===== src/rtl/booth_seq_ctrl.sv =====
// booth_seq_ctrl: sequential radix-2 Booth multiplier, WIDTH x WIDTH signed -> 2*WIDTH.
// One Booth step per clock after start; done pulses for one cycle when product updates.
// Optional build macro BOOTH_EARLY_TERM_EN: finish as soon as the unscanned multiplier
// bits can no longer cause an add or subtract.
//
//   state | meaning
//   IDLE  | waiting for start; product holds the last result
//   CALC  | one Booth add/sub + arithmetic shift per clock; cnt = steps done
module booth_seq_ctrl #(
  parameter int WIDTH = 8
) (
  input  logic                 clk,
  input  logic                 rst_n,
  input  logic                 start,
  input  logic                 abort,
  input  logic [WIDTH-1:0]     multiplier,
  input  logic [WIDTH-1:0]     multiplicand,
  output logic                 busy,
  output logic                 done,
  output logic [2*WIDTH-1:0]   product
);

  localparam int CNT_W = $clog2(WIDTH + 1);

  typedef enum logic {IDLE, CALC} state_t;

  state_t               state, state_nxt;
  logic [WIDTH:0]       a, a_nxt;
  logic [WIDTH:0]       m, m_nxt;
  logic [WIDTH-1:0]     q, q_nxt;
  logic                 q1, q1_nxt;
  logic [CNT_W-1:0]     cnt, cnt_nxt;
  logic [2*WIDTH-1:0]   prod, prod_nxt;
  logic                 done_r, done_nxt;

  // Booth step results, computed every cycle and used only in CALC
  logic [WIDTH:0]          a_step;
  logic signed [2*WIDTH+1:0] sh;
  logic [CNT_W-1:0]        cnt_inc;
  logic                    fin;
  logic [2*WIDTH-1:0]      res;

`ifdef BOOTH_EARLY_TERM_EN
  logic signed [2*WIDTH:0] acc_full;
  logic                    tail_zero;
  logic                    tail_one;
`endif

  // State and datapath registers with synchronous active-low reset
  always_ff @(posedge clk) begin
    if (!rst_n) begin
      state  <= IDLE;
      a      <= '0;
      m      <= '0;
      q      <= '0;
      q1     <= 1'b0;
      cnt    <= '0;
      prod   <= '0;
      done_r <= 1'b0;
    end else begin
      state  <= state_nxt;
      a      <= a_nxt;
      m      <= m_nxt;
      q      <= q_nxt;
      q1     <= q1_nxt;
      cnt    <= cnt_nxt;
      prod   <= prod_nxt;
      done_r <= done_nxt;
    end
  end

  // One Booth step: add/sub on the {Q[0],Q_1} pair, then shift {A,Q,Q_1} right arithmetically
  always_comb begin
    case ({q[0], q1})
      2'b10:   a_step = a - m;
      2'b01:   a_step = a + m;
      default: a_step = a;
    endcase
    sh      = $signed({a_step, q, q1}) >>> 1;
    cnt_inc = cnt + CNT_W'(1);
`ifdef BOOTH_EARLY_TERM_EN
    // Remaining scan pairs are all no-ops when the unscanned bits match Q_1
    tail_zero = 1'b1;
    tail_one  = 1'b1;
    for (int k = 0; k < WIDTH; k++) begin
      if (k < WIDTH - int'(cnt_inc)) begin
        if (sh[k+1]) tail_zero = 1'b0;
        else         tail_one  = 1'b0;
      end
    end
    fin      = sh[0] ? tail_one : tail_zero;
    acc_full = sh[2*WIDTH+1:1];
    res      = (2*WIDTH)'(acc_full >>> (WIDTH - int'(cnt_inc)));
`else
    fin = (cnt_inc == CNT_W'(WIDTH));
    res = sh[2*WIDTH:1];
`endif
  end

  // Next-state and register updates; abort beats completion, start ignored outside IDLE
  always_comb begin
    state_nxt = state;
    a_nxt     = a;
    m_nxt     = m;
    q_nxt     = q;
    q1_nxt    = q1;
    cnt_nxt   = cnt;
    prod_nxt  = prod;
    done_nxt  = 1'b0;
    case (state)
      IDLE: begin
        if (start && !abort) begin
          m_nxt     = {multiplicand[WIDTH-1], multiplicand};
          a_nxt     = '0;
          q_nxt     = multiplier;
          q1_nxt    = 1'b0;
          cnt_nxt   = '0;
          state_nxt = CALC;
        end
      end
      CALC: begin
        if (abort) begin
          state_nxt = IDLE;
        end else begin
          a_nxt   = sh[2*WIDTH+1:WIDTH+1];
          q_nxt   = sh[WIDTH:1];
          q1_nxt  = sh[0];
          cnt_nxt = cnt_inc;
          if (fin) begin
            prod_nxt  = res;
            done_nxt  = 1'b1;
            state_nxt = IDLE;
          end
        end
      end
      default: state_nxt = IDLE;
    endcase
  end

  assign busy    = (state == CALC);
  assign done    = done_r;
  assign product = prod;

endmodule


===== config.mk =====
export PLATFORM = sky130hd
export DESIGN_NAME = booth_seq_ctrl
export DESIGN_NICKNAME = d
export VERILOG_FILES = /design/src/rtl/booth_seq_ctrl.sv
export SDC_FILE = /design/constraint.sdc
export NUM_CORES = 1
export LEC_CHECK = 0
export ABC_AREA = 1
export CORE_ASPECT_RATIO = 0.75
export CORE_MARGIN = 8
export CORE_UTILIZATION = 58
export DETAILED_ROUTE_END_ITERATION = 7
export PLACE_DENSITY = 0.86
export SYNTH_ARGS = -nofsm -noshare
export SYNTH_HDL_FRONTEND = slang
export SYNTH_SLANG_ARGS = --single-unit

===== constraint.sdc =====
create_clock -name clk -period 5 [get_ports clk]
set_clock_uncertainty 0.05 [all_clocks]
set_input_delay 0.5 -clock clk [delete_from_list [all_inputs] [get_ports clk]]
set_output_delay 0.5 -clock clk [all_outputs]
set_load 0.02 [all_outputs]

==> out/metrics.csv, run 1 <==
stage;metric;value;unit
global_route;GRT Total Usage;17.7;%
critical_path;Worst Setup Start Kind;flop;
sta;fmax;386;MHz
pwr;sequential power share;52.6;%
floorplan;core area;0.00410;sq mm
clock_tree;Reg clk slew, reported paths;90;ps
finish;Layout fillers;357;
pwr;Net Sw Power;0.218;mW
critical_path;critical-path maximum fanout;7;
synth;Post-synth top cells;nand2_1, dfxtp_1, a21oi_1;
detailed_routing;DRC viols;0;
synth;Yosys reg bits;47;
sta;total negative slack;0;ps
pwr;Clock Power Share;29.5;%
sta;final hold violation count;0;
global_route;gr ovfl total;0;
pwr;Leakage Power;1.24;nW
synth;Post-synth EDFFs;0;
sta;final setup margin;2410;ps
detailed_routing;detailed router's first-iteration violation count;245;
synth;main flop type after synthesis;dfxtp_1;
pwr;Gate power share;17.9;%
synth;mux contribution to synthesized area;0.400;%
sta;pin slew with the least headroom to its limit;1100;ps
global_route;initial antenna violation count;0;
critical_path;CP arrival;2680;ps
clock_tree;PostCTS Resize Cnt;0;
synth;Area contributors post-synth;dfxtp_1, nand2_1, a21oi_1;
sta;final slew viol count;0;
global_route;largest net degree at the start of global routing;31;
place;dpl ws;2430;ps
floorplan;total die area;0.00669;sq mm
pwr;Pint;0.537;mW
detailed_routing;Wirelength per Cell;13.0;um
run;number of max-cap violations;0;
pwr;switching part of the total;28.9;%
synth;cell with the most instances after synthesis;nand2_1;
clock_tree;CTS tree;done;
critical_path;Slowest-stage cell, CP;fa_1;
finish;share of layout cells above drive strength 1;10.8;%
detailed_routing;post-route ant nets;0;
critical_path;cell chain of the critical path;inv_1 -> ha_1 -> inv_1 -> nand2_1 -> o21ai_0 -> fa_1 -> nand3_1 -> nand3_1 -> nand2_1 -> nand3_1 -> nand2_1 -> nand2_1 -> o21ai_0 -> inv_1 -> nand2_1 -> a21oi_1;
synth;Post-Syn Nets;368;
finish;area delta synth->final;18.1;%
synth;Post-Synth XOR/XNOR Area;3.45;%
place;GP Congestion;0.850;
critical_path;CP Data Required Time;5090;ps
detailed_routing;DRT Pass-1 Iters;4;
synth;mapped cell area;0.00250;sq mm
place;post-detail-place hpwl;4240;um
clock_tree;Clock Path Buffers;2;
clock_tree;Worst-Skew Late Latency;300;ps
pwr;peak supply drop;171;uV
detailed_routing;Via density;5.24;
critical_path;slowest stage delay, CP;480;ps
clock_tree;hold buffer count at cts;0;
synth;sequential share of the synthesized area;37.6;%
critical_path;crit path capture;product[13];
critical_path;Worst Path Class, Setup;flop to flop;
synth;Synth Area in Compound Gates;18.1;%
floorplan;number of top-level pins;38;
critical_path;number of buffers and inverters on the critical path;3;
synth;main combinational cell family by area after synthesis;simple AND/OR/NAND/NOR gates;
clock_tree;Sinks on Clock Net;47;
critical_path;RR Endpoint;product[13];
place;I/O Buffers;37;
clock_tree;Root Buffer;clkbuf_8;
floorplan;Die Span X;91.8;um
synth;Post-synth ARST share;0;%
finish;fin nets;400;
critical_path;Reg2Reg Depth;16;
floorplan;Die Ht;72.9;um
synth;Adder-Cell Fraction of Synth Area;6.31;%
clock_tree;CTS Buf Count;5;
critical_path;Critical Path End Type;flop;
clock_tree;CTS HTree Levels;2;
sta;Slew headroom;26.3;%
detailed_routing;via count;2223;
floorplan;Core Rows;20;
critical_path;worst flop-to-flop path startpoint;q[0];
pwr;power density over the cells;255;mW/mm^2
critical_path;CP startpoint;q[0];
synth;post-synth top area cell;dfxtp_1;
sta;Final min period;2590;ps
clock_tree;post-CTS setup-driven buffer insertion count;0;
sta;Setup violations, final;0;
sta;Final Cycle Share;51.9;%
status;outcome;finished, final reports clean;
synth;top-area cell type share of the netlist area;37.6;%
floorplan;Starting Density;60.9;%
critical_path;critical path depth;16;
critical_path;CP top delay family;adder cells;
critical_path;FF-to-FF setup slack;2410;ps
synth;Syn Inst Count;336;
critical_path;most used cell, CP;nand2_1;
min_path;type of the most critical hold path;flop to flop;
global_route;first-pass GRT wire length;9640;um
synth;syn_area_per_cell;7.44;sq um
synth;Netlist cell types;37;
detailed_routing;final wirelength;5500;um
sta;RSZ-0062 raised after global routing;false;
global_route;vias in the first global route;2103;
finish;antenna cell count;0;
synth;warning count from the yosys run;0;
synth;simple-gate share of the synthesized area;26.6;%
through the flow:
stage	std cells	instance area (sq um)	total power [mW]	hold slack (ps)	util, %
finish	424	2950	0.754	416	72.0
global route	424	2950	0.794	446	72.0
CTS	424	2950	0.757	418	72.0
detailed placement	416	2860	0.539	406	69.8
global placement	416	2860	0.535	400	69.8
floorplan	336	2500	0.501	394	-
final cells by class:
type                            count  area, sq um  share of cell area (%)
Clock buffer                        5         68.8                    2.33
Clock inverter                      3         20.0                   0.678
Inverter                           28          113                    3.81
Multi-Input combinational cell    249         1370                    46.4
Sequential cell                    47          941                    31.9
Tap cell                           55         68.8                    2.33
Timing Repair Buffer               37          370                    12.5
per-layer routing:
layer  share of wire, %  track usage (%)  vias up
met5                  0                0        -
met4                1.9             7.65        0
met3                6.4             4.83       11
met2                 42             26.2       75
met1                 50             23.5      977
li1                   -                -     1160
cells by family after synthesis:
group                      Yosys count
DFF                                 47
xor gates and xnor gates             9
and+or+nand+nor                    149
buffers and inverters               40
adders and majority gates           12
AOI/OAI and AO/OA                   78
muxes                                1
cell usage in the layout, fill, tap and decap left out, drive strengths merged, types with 2 or more instances in the layout:
cell           count
nand3             14
clkinvlp           2
nand4              3
nor2              25
inv               28
ha                11
a21oi             44
xor2               8
o21bai             4
dfxtp             47
clkbuf             5
o21ai             20
nand2            103
a31oi              7
or2                3
clkdlybuf4s50     37
worst min path at each step:
stage	depth (start not counted)	endpoint	slack [ps]	from
2_1_floorplan	2	q1	390	q1
5_1_grt	2	product[2]	450	product[2]
3_5_place_dp	2	product[9]	410	product[9]
4_1_cts	2	product[9]	420	product[9]
6_report	2	product[9]	420	product[9]
3_3_place_gp	2	product[9]	400	product[9]
flip-flops by register name, summed over array words and instances, names as in the netlist:
| signal | cells |
|---|---|
| done | 1 |
| a | 8 |
| busy | 1 |
| m | 8 |
| cnt | 4 |
| product | 16 |
| q | 8 |
| q1 | 1 |
power groups by stage:
stage               clock [mW]  sequential (mW)  combinational [mW]
floorplan                    0            0.402              0.0986
global placement             0            0.405               0.130
detailed placement           0            0.405               0.134
CTS                      0.227            0.396               0.134
global route             0.242            0.398               0.154
finish                   0.222            0.397               0.135
tightest hold or removal path, stage by stage (launching register included):
cell and delay [ps]:
dfxtp_1 320, nand2_1 60, a21oi_1 50
No activity file was read; power rests on OpenSTA's default activity.
==> run 2: changes to the inputs <==
--- a/config.mk
+++ b/config.mk
@@ -8,9 +8,9 @@
 export ABC_AREA = 1
 export CORE_ASPECT_RATIO = 0.75
 export CORE_MARGIN = 8
-export CORE_UTILIZATION = 58
+export CORE_UTILIZATION = 54
 export DETAILED_ROUTE_END_ITERATION = 7
-export PLACE_DENSITY = 0.86
+export PLACE_DENSITY = 0.81
 export SYNTH_ARGS = -nofsm -noshare
 export SYNTH_HDL_FRONTEND = slang
 export SYNTH_SLANG_ARGS = --single-unit
==> constraint.sdc (replaced) <==
create_clock -name clk -period 2.45 [get_ports clk]
set_clock_uncertainty 0.05 [all_clocks]
set_input_delay 0.245 -clock clk [delete_from_list [all_inputs] [get_ports clk]]
set_output_delay 0.245 -clock clk [all_outputs]
set_load 0.02 [all_outputs]
==> run 2 against run 1 <==
Compared with the run above:
- clock power increased by 120%
- core utilization is 1.6 points lower
- register-to-register slack got worse by 2300 ps
- sequential share of layout area down 1.8 points
- via count is 6.1% higher
- worst setup slack worse by 2300 ps
- highest routed layer unchanged
- routed wire length up 13%
- non-clock buffer count grew 10
- critical path depth is 2 lower
- final cell count grew 2.8%
- global-route usage is 0.92 points lower
- power is 120% higher
==> out/metrics.csv, run 2 (same netlist as run 1, synthesis figures left out) <==
stage;metric;value;unit
global_route;initial antenna violation count;0;
global_route;gr ovfl total;0;
min_path;type of the most critical hold path;flop to flop;
critical_path;Critical Path End Type;flop;
sta;Setup violations, final;0;
critical_path;number of buffers and inverters on the critical path;1;
floorplan;Core Rows;21;
sta;final slew viol count;0;
clock_tree;CTS tree;done;
detailed_routing;DRT Pass-1 Iters;4;
critical_path;critical-path maximum fanout;4;
pwr;Net Sw Power;0.512;mW
clock_tree;CTS HTree Levels;2;
global_route;GRT met1 Usage;22.4;%
global_route;GRT Total Usage;16.8;%
clock_tree;Root Buffer;clkbuf_8;
detailed_routing;post-route ant nets;0;
pwr;switching part of the total;30.9;%
pwr;power density over the cells;527;mW/mm^2
floorplan;core area;0.00447;sq mm
pwr;Clock Power Share;29.8;%
critical_path;cell chain of the critical path;nor3_2 -> nand2_1 -> nor2_2 -> a21oi_1 -> xor2_1 -> ha_1 -> a21oi_1 -> nand2_1 -> a21oi_1 -> nand2_1 -> nand4_1 -> nand2_2 -> o21bai_1 -> inv_1;
finish;Final Non-Filler Cells;436;
detailed_routing;Via density;5.41;
clock_tree;Clock Path Buffers;2;
finish;max reg flops;16;
critical_path;Slowest-stage cell, CP;ha_1;
detailed_routing;final wirelength;6220;um
sta;final hold violation count;0;
floorplan;Die Ht;74.9;um
global_route;vias in the first global route;2110;
floorplan;Starting Density;56.0;%
critical_path;slowest stage delay, CP;360;ps
sta;Final min period;2390;ps
place;placed cells;422;
floorplan;total die area;0.00709;sq mm
pwr;Leakage Power;1.31;nW
clock_tree;CTS Buf Count;5;
clock_tree;Sinks on Clock Net;47;
pwr;peak supply drop;382;uV
floorplan;Die Span X;94.6;um
global_route;largest net degree at the start of global routing;31;
floorplan;number of top-level pins;38;
clock_tree;Worst-Skew Late Latency;310;ps
sta;pin slew with the least headroom to its limit;1070;ps
run;number of max-cap violations;0;
critical_path;Worst Setup Start Kind;flop;
sta;Final Cycle Share;97.5;%
global_route;grt met2 use;25.9;%
global_route;Top Usage Layer GRT;met2;
global_route;first-pass GRT wire length;9390;um
global_route;GR met3 Demand/Resource;4.68;%
finish;antenna cell count;0;
finish;commonest non-fill, non-tap cells in the layout;nand2_1, dfxtp_1, clkdlybuf4s50_1;
detailed_routing;detailed router's first-iteration violation count;164;
critical_path;CP Data Required Time;2620;ps
clock_tree;Reg clk slew, reported paths;100;ps
finish;Layout fillers;375;
finish;share of layout cells above drive strength 1;20.6;%
place;I/O Buffers;37;
critical_path;CP top delay family;simple AND/OR/NAND/NOR gates;
clock_tree;hold buffer count at cts;0;
pwr;Overall Power;1.66;mW
status;outcome;finished, final reports clean;
critical_path;CP arrival;2560;ps
finish;area delta synth->final;25.7;%
pwr;Gate power share;21.1;%
finish;commonest non-fill, non-tap cell in the layout;nand2_1;
pwr;sequential power share;49.2;%
sta;Slew headroom;28.7;%
sta;RSZ-0062 raised after global routing;true;
detailed_routing;DRC viols;0;
detailed_routing;via count;2358;
place;post-detail-place hpwl;4450;um
place;GP Congestion;0.890;
sta;fmax;418;MHz
critical_path;Worst Path Class, Setup;flop to flop;
finish;fin nets;410;
detailed_routing;Wirelength per Cell;14.3;um
pwr;Pint;1.14;mW
-- run 2: changes by cell type in the layout (fill, tap and decap cells not counted), moves of 3 or more --
cell     previous run  this run
inv_2               3         7
buf_4               0        10
nand2_2             9        14
ha_1               11         8
nand2_1            93        87
dfxtp_2             0         4
dfxtp_1            47        43
nor2_2              0         3
inv_1              23        19
nor2_1             22        18
-- run 2: final timing paths --
kind	slack, ps	endpoint	cells after the start	from
min	420	product[12]	2	product[12]
max	60	product[15]	14	m[1]
min reg2reg	420	product[12]	2	product[12]
max reg2reg	60	product[15]	14	m[1]
-- run 2: worst min-delay path: stages, from the launching register on --
cell and delay [ps]:
dfxtp_1 320, nand2_1 60, a21oi_1 50
-- run 2: routing by layer --
metal | wire [um] | share of wire, % | up-vias
li1 | - | - | 1176
met4 | 74 | 1.2 | 0
met1 | 2920 | 47 | 1101
met2 | 2870 | 46 | 71
met5 | 0 | 0 | -
met3 | 351 | 5.6 | 10
-- run 2: area by class of cell --
| type | instances | area [sq um] | area share (%) |
|---|---|---|---|
| inverter | 28 | 113 | 3.58 |
| sequential | 47 | 946 | 30.1 |
| clock buffer | 5 | 68.8 | 2.19 |
| tap | 57 | 71.3 | 2.27 |
| timing repair buffer | 47 | 445 | 14.2 |
| multi-input combinational | 249 | 1480 | 46.9 |
| clock inverter | 3 | 23.8 | 0.756 |
-- run 2: power groups by stage --
| stage | logic (mW) | registers (mW) | clock network (mW) |
|---|---|---|---|
| 3_3_place_gp | 0.274 | 0.826 | 0 |
| 4_1_cts | 0.283 | 0.810 | 0.493 |
| 6_report | 0.349 | 0.814 | 0.493 |
| 3_5_place_dp | 0.280 | 0.827 | 0 |
| 5_1_grt | 0.385 | 0.817 | 0.535 |
| 2_1_floorplan | 0.201 | 0.820 | 0 |
-- run 2: repair_timing --
| action | CTS | global route |
|---|---|---|
| setup buffers | 0 | 6 |
| endpoints found under the setup margin | 2 | 7 |
| gates resized for setup | 2 | 32 |
| pin swaps | 0 | 14 |
-- run 2: metrics by stage --
stage               worst slack, ps  TNS (ps)  utilization, %  cell area (sq um)  hold slack (ps)
floorplan                       213         0               -               2500              333
global placement               38.4         0            64.8               2900              400
detailed placement            -40.9     -40.9            64.8               2900              404
CTS                            4.22         0            67.0               2990              419
global route                  -71.9      -154            70.4               3140              436
finish                         60.2         0            70.4               3140              420
==> run 3: changes to the inputs <==
--- a/config.mk
+++ b/config.mk
@@ -8,9 +8,10 @@
 export ABC_AREA = 1
 export CORE_ASPECT_RATIO = 0.75
 export CORE_MARGIN = 8
-export CORE_UTILIZATION = 54
+export CORE_UTILIZATION = 58
 export DETAILED_ROUTE_END_ITERATION = 7
-export PLACE_DENSITY = 0.81
+export PLACE_DENSITY = 0.86
+export SETUP_SLACK_MARGIN = 0.4
 export SYNTH_ARGS = -nofsm -noshare
 export SYNTH_HDL_FRONTEND = slang
 export SYNTH_SLANG_ARGS = --single-unit
==> constraint.sdc (replaced) <==
create_clock -name clk -period 2.9 [get_ports clk]
set_clock_uncertainty 0.05 [all_clocks]
set_input_delay 0.29 -clock clk [delete_from_list [all_inputs] [get_ports clk]]
set_output_delay 0.29 -clock clk [all_outputs]
set_load 0.02 [all_outputs]
==> run 3 against run 2 <==
Compared with the run above:
- largest cell class unchanged
- register-to-register slack improved by 480 ps
- clock-buffer cell count unchanged
- sequential share of layout area increased by 0.43 points
- sequential power decreased by 15%
- combinational power decreased by 22%
==> out/metrics.csv, run 3 (same netlist as run 1, synthesis figures left out) <==
stage;metric;value;unit
clock_tree;CTS Buf Count;5;
detailed_routing;DRC viols;0;
sta;Setup violations, final;0;
clock_tree;Reg clk slew, reported paths;90;ps
finish;Final Core Density;75.3;%
pwr;Net Sw Power;0.411;mW
sta;RSZ-0062 raised after global routing;true;
global_route;GRT Total Usage;17.3;%
finish;commonest non-fill, non-tap cells in the layout;nand2_1, dfxtp_1, clkdlybuf4s50_1;
min_path;type of the most critical hold path;flop to flop;
critical_path;CP top delay family;simple AND/OR/NAND/NOR gates;
floorplan;number of top-level pins;38;
detailed_routing;detailed router's first-iteration violation count;179;
detailed_routing;via count;2310;
pwr;power density over the cells;440;mW/mm^2
critical_path;CP Data Required Time;3110;ps
critical_path;Worst Path Class, Setup;flop to flop;
detailed_routing;final wirelength;6160;um
critical_path;critical-path maximum fanout;4;
pwr;Clock Power Share;29.5;%
floorplan;total die area;0.00669;sq mm
floorplan;Starting Density;60.9;%
critical_path;critical path depth;17;
critical_path;worst flop-to-flop path startpoint;m[0];
place;GP Congestion;0.922;
sta;final hold violation count;0;
critical_path;CP arrival;2570;ps
clock_tree;CTS HTree Levels;2;
clock_tree;hold buffer count at cts;0;
place;post-detail-place hpwl;4290;um
critical_path;Worst Setup Start Kind;flop;
critical_path;Reg2Reg Depth;17;
floorplan;core area;0.00410;sq mm
finish;area delta synth->final;23.6;%
detailed_routing;Via density;5.35;
detailed_routing;Wirelength per Cell;14.3;um
floorplan;Die Ht;72.9;um
sta;Final Cycle Share;81.4;%
pwr;Gate power share;20.0;%
finish;commonest non-fill, non-tap cell in the layout;nand2_1;
clock_tree;Sinks on Clock Net;47;
critical_path;CP startpoint;m[0];
critical_path;RR Endpoint;a[7];
detailed_routing;DRT Pass-1 Iters;4;
sta;final slew viol count;0;
critical_path;slowest stage delay, CP;350;ps
global_route;initial antenna violation count;0;
finish;fin nets;408;
global_route;largest net degree at the start of global routing;27;
critical_path;crit path capture;a[7];
status;outcome;finished, final reports clean;
sta;total negative slack;0;ps
place;I/O Buffers;37;
finish;share of layout cells above drive strength 1;17.2;%
min_path;Hold Path Cell Cnt;2;
sta;Slew headroom;66.1;%
global_route;first-pass GRT wire length;9460;um
sta;pin slew with the least headroom to its limit;507;ps
detailed_routing;post-route ant nets;0;
clock_tree;Root Buffer;clkbuf_8;
critical_path;number of buffers and inverters on the critical path;0;
finish;antenna cell count;0;
clock_tree;Worst-Skew Late Latency;310;ps
pwr;Leakage Power;1.29;nW
pwr;sequential power share;50.6;%
critical_path;cell chain of the critical path;nor3_2 -> nand2_1 -> nor2_2 -> nor2_1 -> xor2_1 -> ha_1 -> nand2_1 -> nand2_1 -> nand2_2 -> nand2_1 -> a21oi_1 -> nand2_1 -> nand3_1 -> nand2_1 -> nand2_1 -> nand2_1 -> a21oi_2;
critical_path;Critical Path End Type;flop;
critical_path;Slowest-stage cell, CP;dfxtp_2;
pwr;Pint;0.950;mW
run;number of max-cap violations;0;
sta;fmax;424;MHz
sta;Final min period;2360;ps
global_route;vias in the first global route;2059;
clock_tree;Clock Path Buffers;2;
clock_tree;CTS tree;done;
pwr;peak supply drop;299;uV
global_route;gr ovfl total;0;
finish;max reg flops;16;
floorplan;Core Rows;20;
critical_path;FF-to-FF setup slack;540;ps
critical_path;most used cell, CP;nand2_1;
floorplan;Die Span X;91.8;um
pwr;switching part of the total;30.2;%
run 3: worst min-delay path by stage:
stage	end	slack (ps)	from
6_report	product[11]	420	product[11]
5_1_grt	product[11]	440	product[11]
4_1_cts	product[11]	420	product[11]
3_5_place_dp	product[11]	410	product[11]
3_3_place_gp	product[11]	400	product[11]
2_1_floorplan	q[0]	380	rst_n
run 3: repair_timing:
action,4_1_cts,5_1_grt
setup endpoints to repair,0,9
setup buffers,0,6
endpoints found under the hold margin,0,0
resized for setup,0,24
run 3: cell type report:
class	count	area [sq um]
Multi-Input combinational cell	249	1440
Fill cell	319	1010
Sequential cell	47	943
Timing Repair Buffer	45	430
Inverter	28	115
Clock buffer	5	68.8
Tap cell	55	68.8
Clock inverter	3	20.0
run 3: worst min-delay path, stage by stage, from the launching register on:
cell	delay, ps
dfxtp_1	320
nand2_1	60
a21oi_1	50
run 3: per-stage QoR:
stage	power, mW	setup WS, ps	cells	cell area (sq um)	hold slack [ps]
2_1_floorplan	0.863	663	336	2500	378
3_3_place_gp	0.926	490	418	2880	402
3_5_place_dp	0.931	435	418	2880	406
4_1_cts	1.32	407	426	2970	419
5_1_grt	1.42	339	432	3090	436
6_report	1.36	540	432	3090	417
run 3: metal layers:
metal | share of wire, % | track usage, % | vias up
li1 | - | - | 1178
met1 | 47 | 23.1 | 1042
met2 | 45 | 26.4 | 76
met3 | 6.0 | 3.70 | 14
met4 | 1.9 | 7.47 | 0
met5 | 0 | 0 | -
run 3: power by group through the flow:
stage / combinational (mW) / clock (mW) / sequential [mW]
finish: 0.272 / 0.401 / 0.688
global placement: 0.228 / 0 / 0.698
detailed placement: 0.232 / 0 / 0.699
CTS: 0.233 / 0.403 / 0.684
global route: 0.299 / 0.428 / 0.691
floorplan: 0.170 / 0 / 0.693
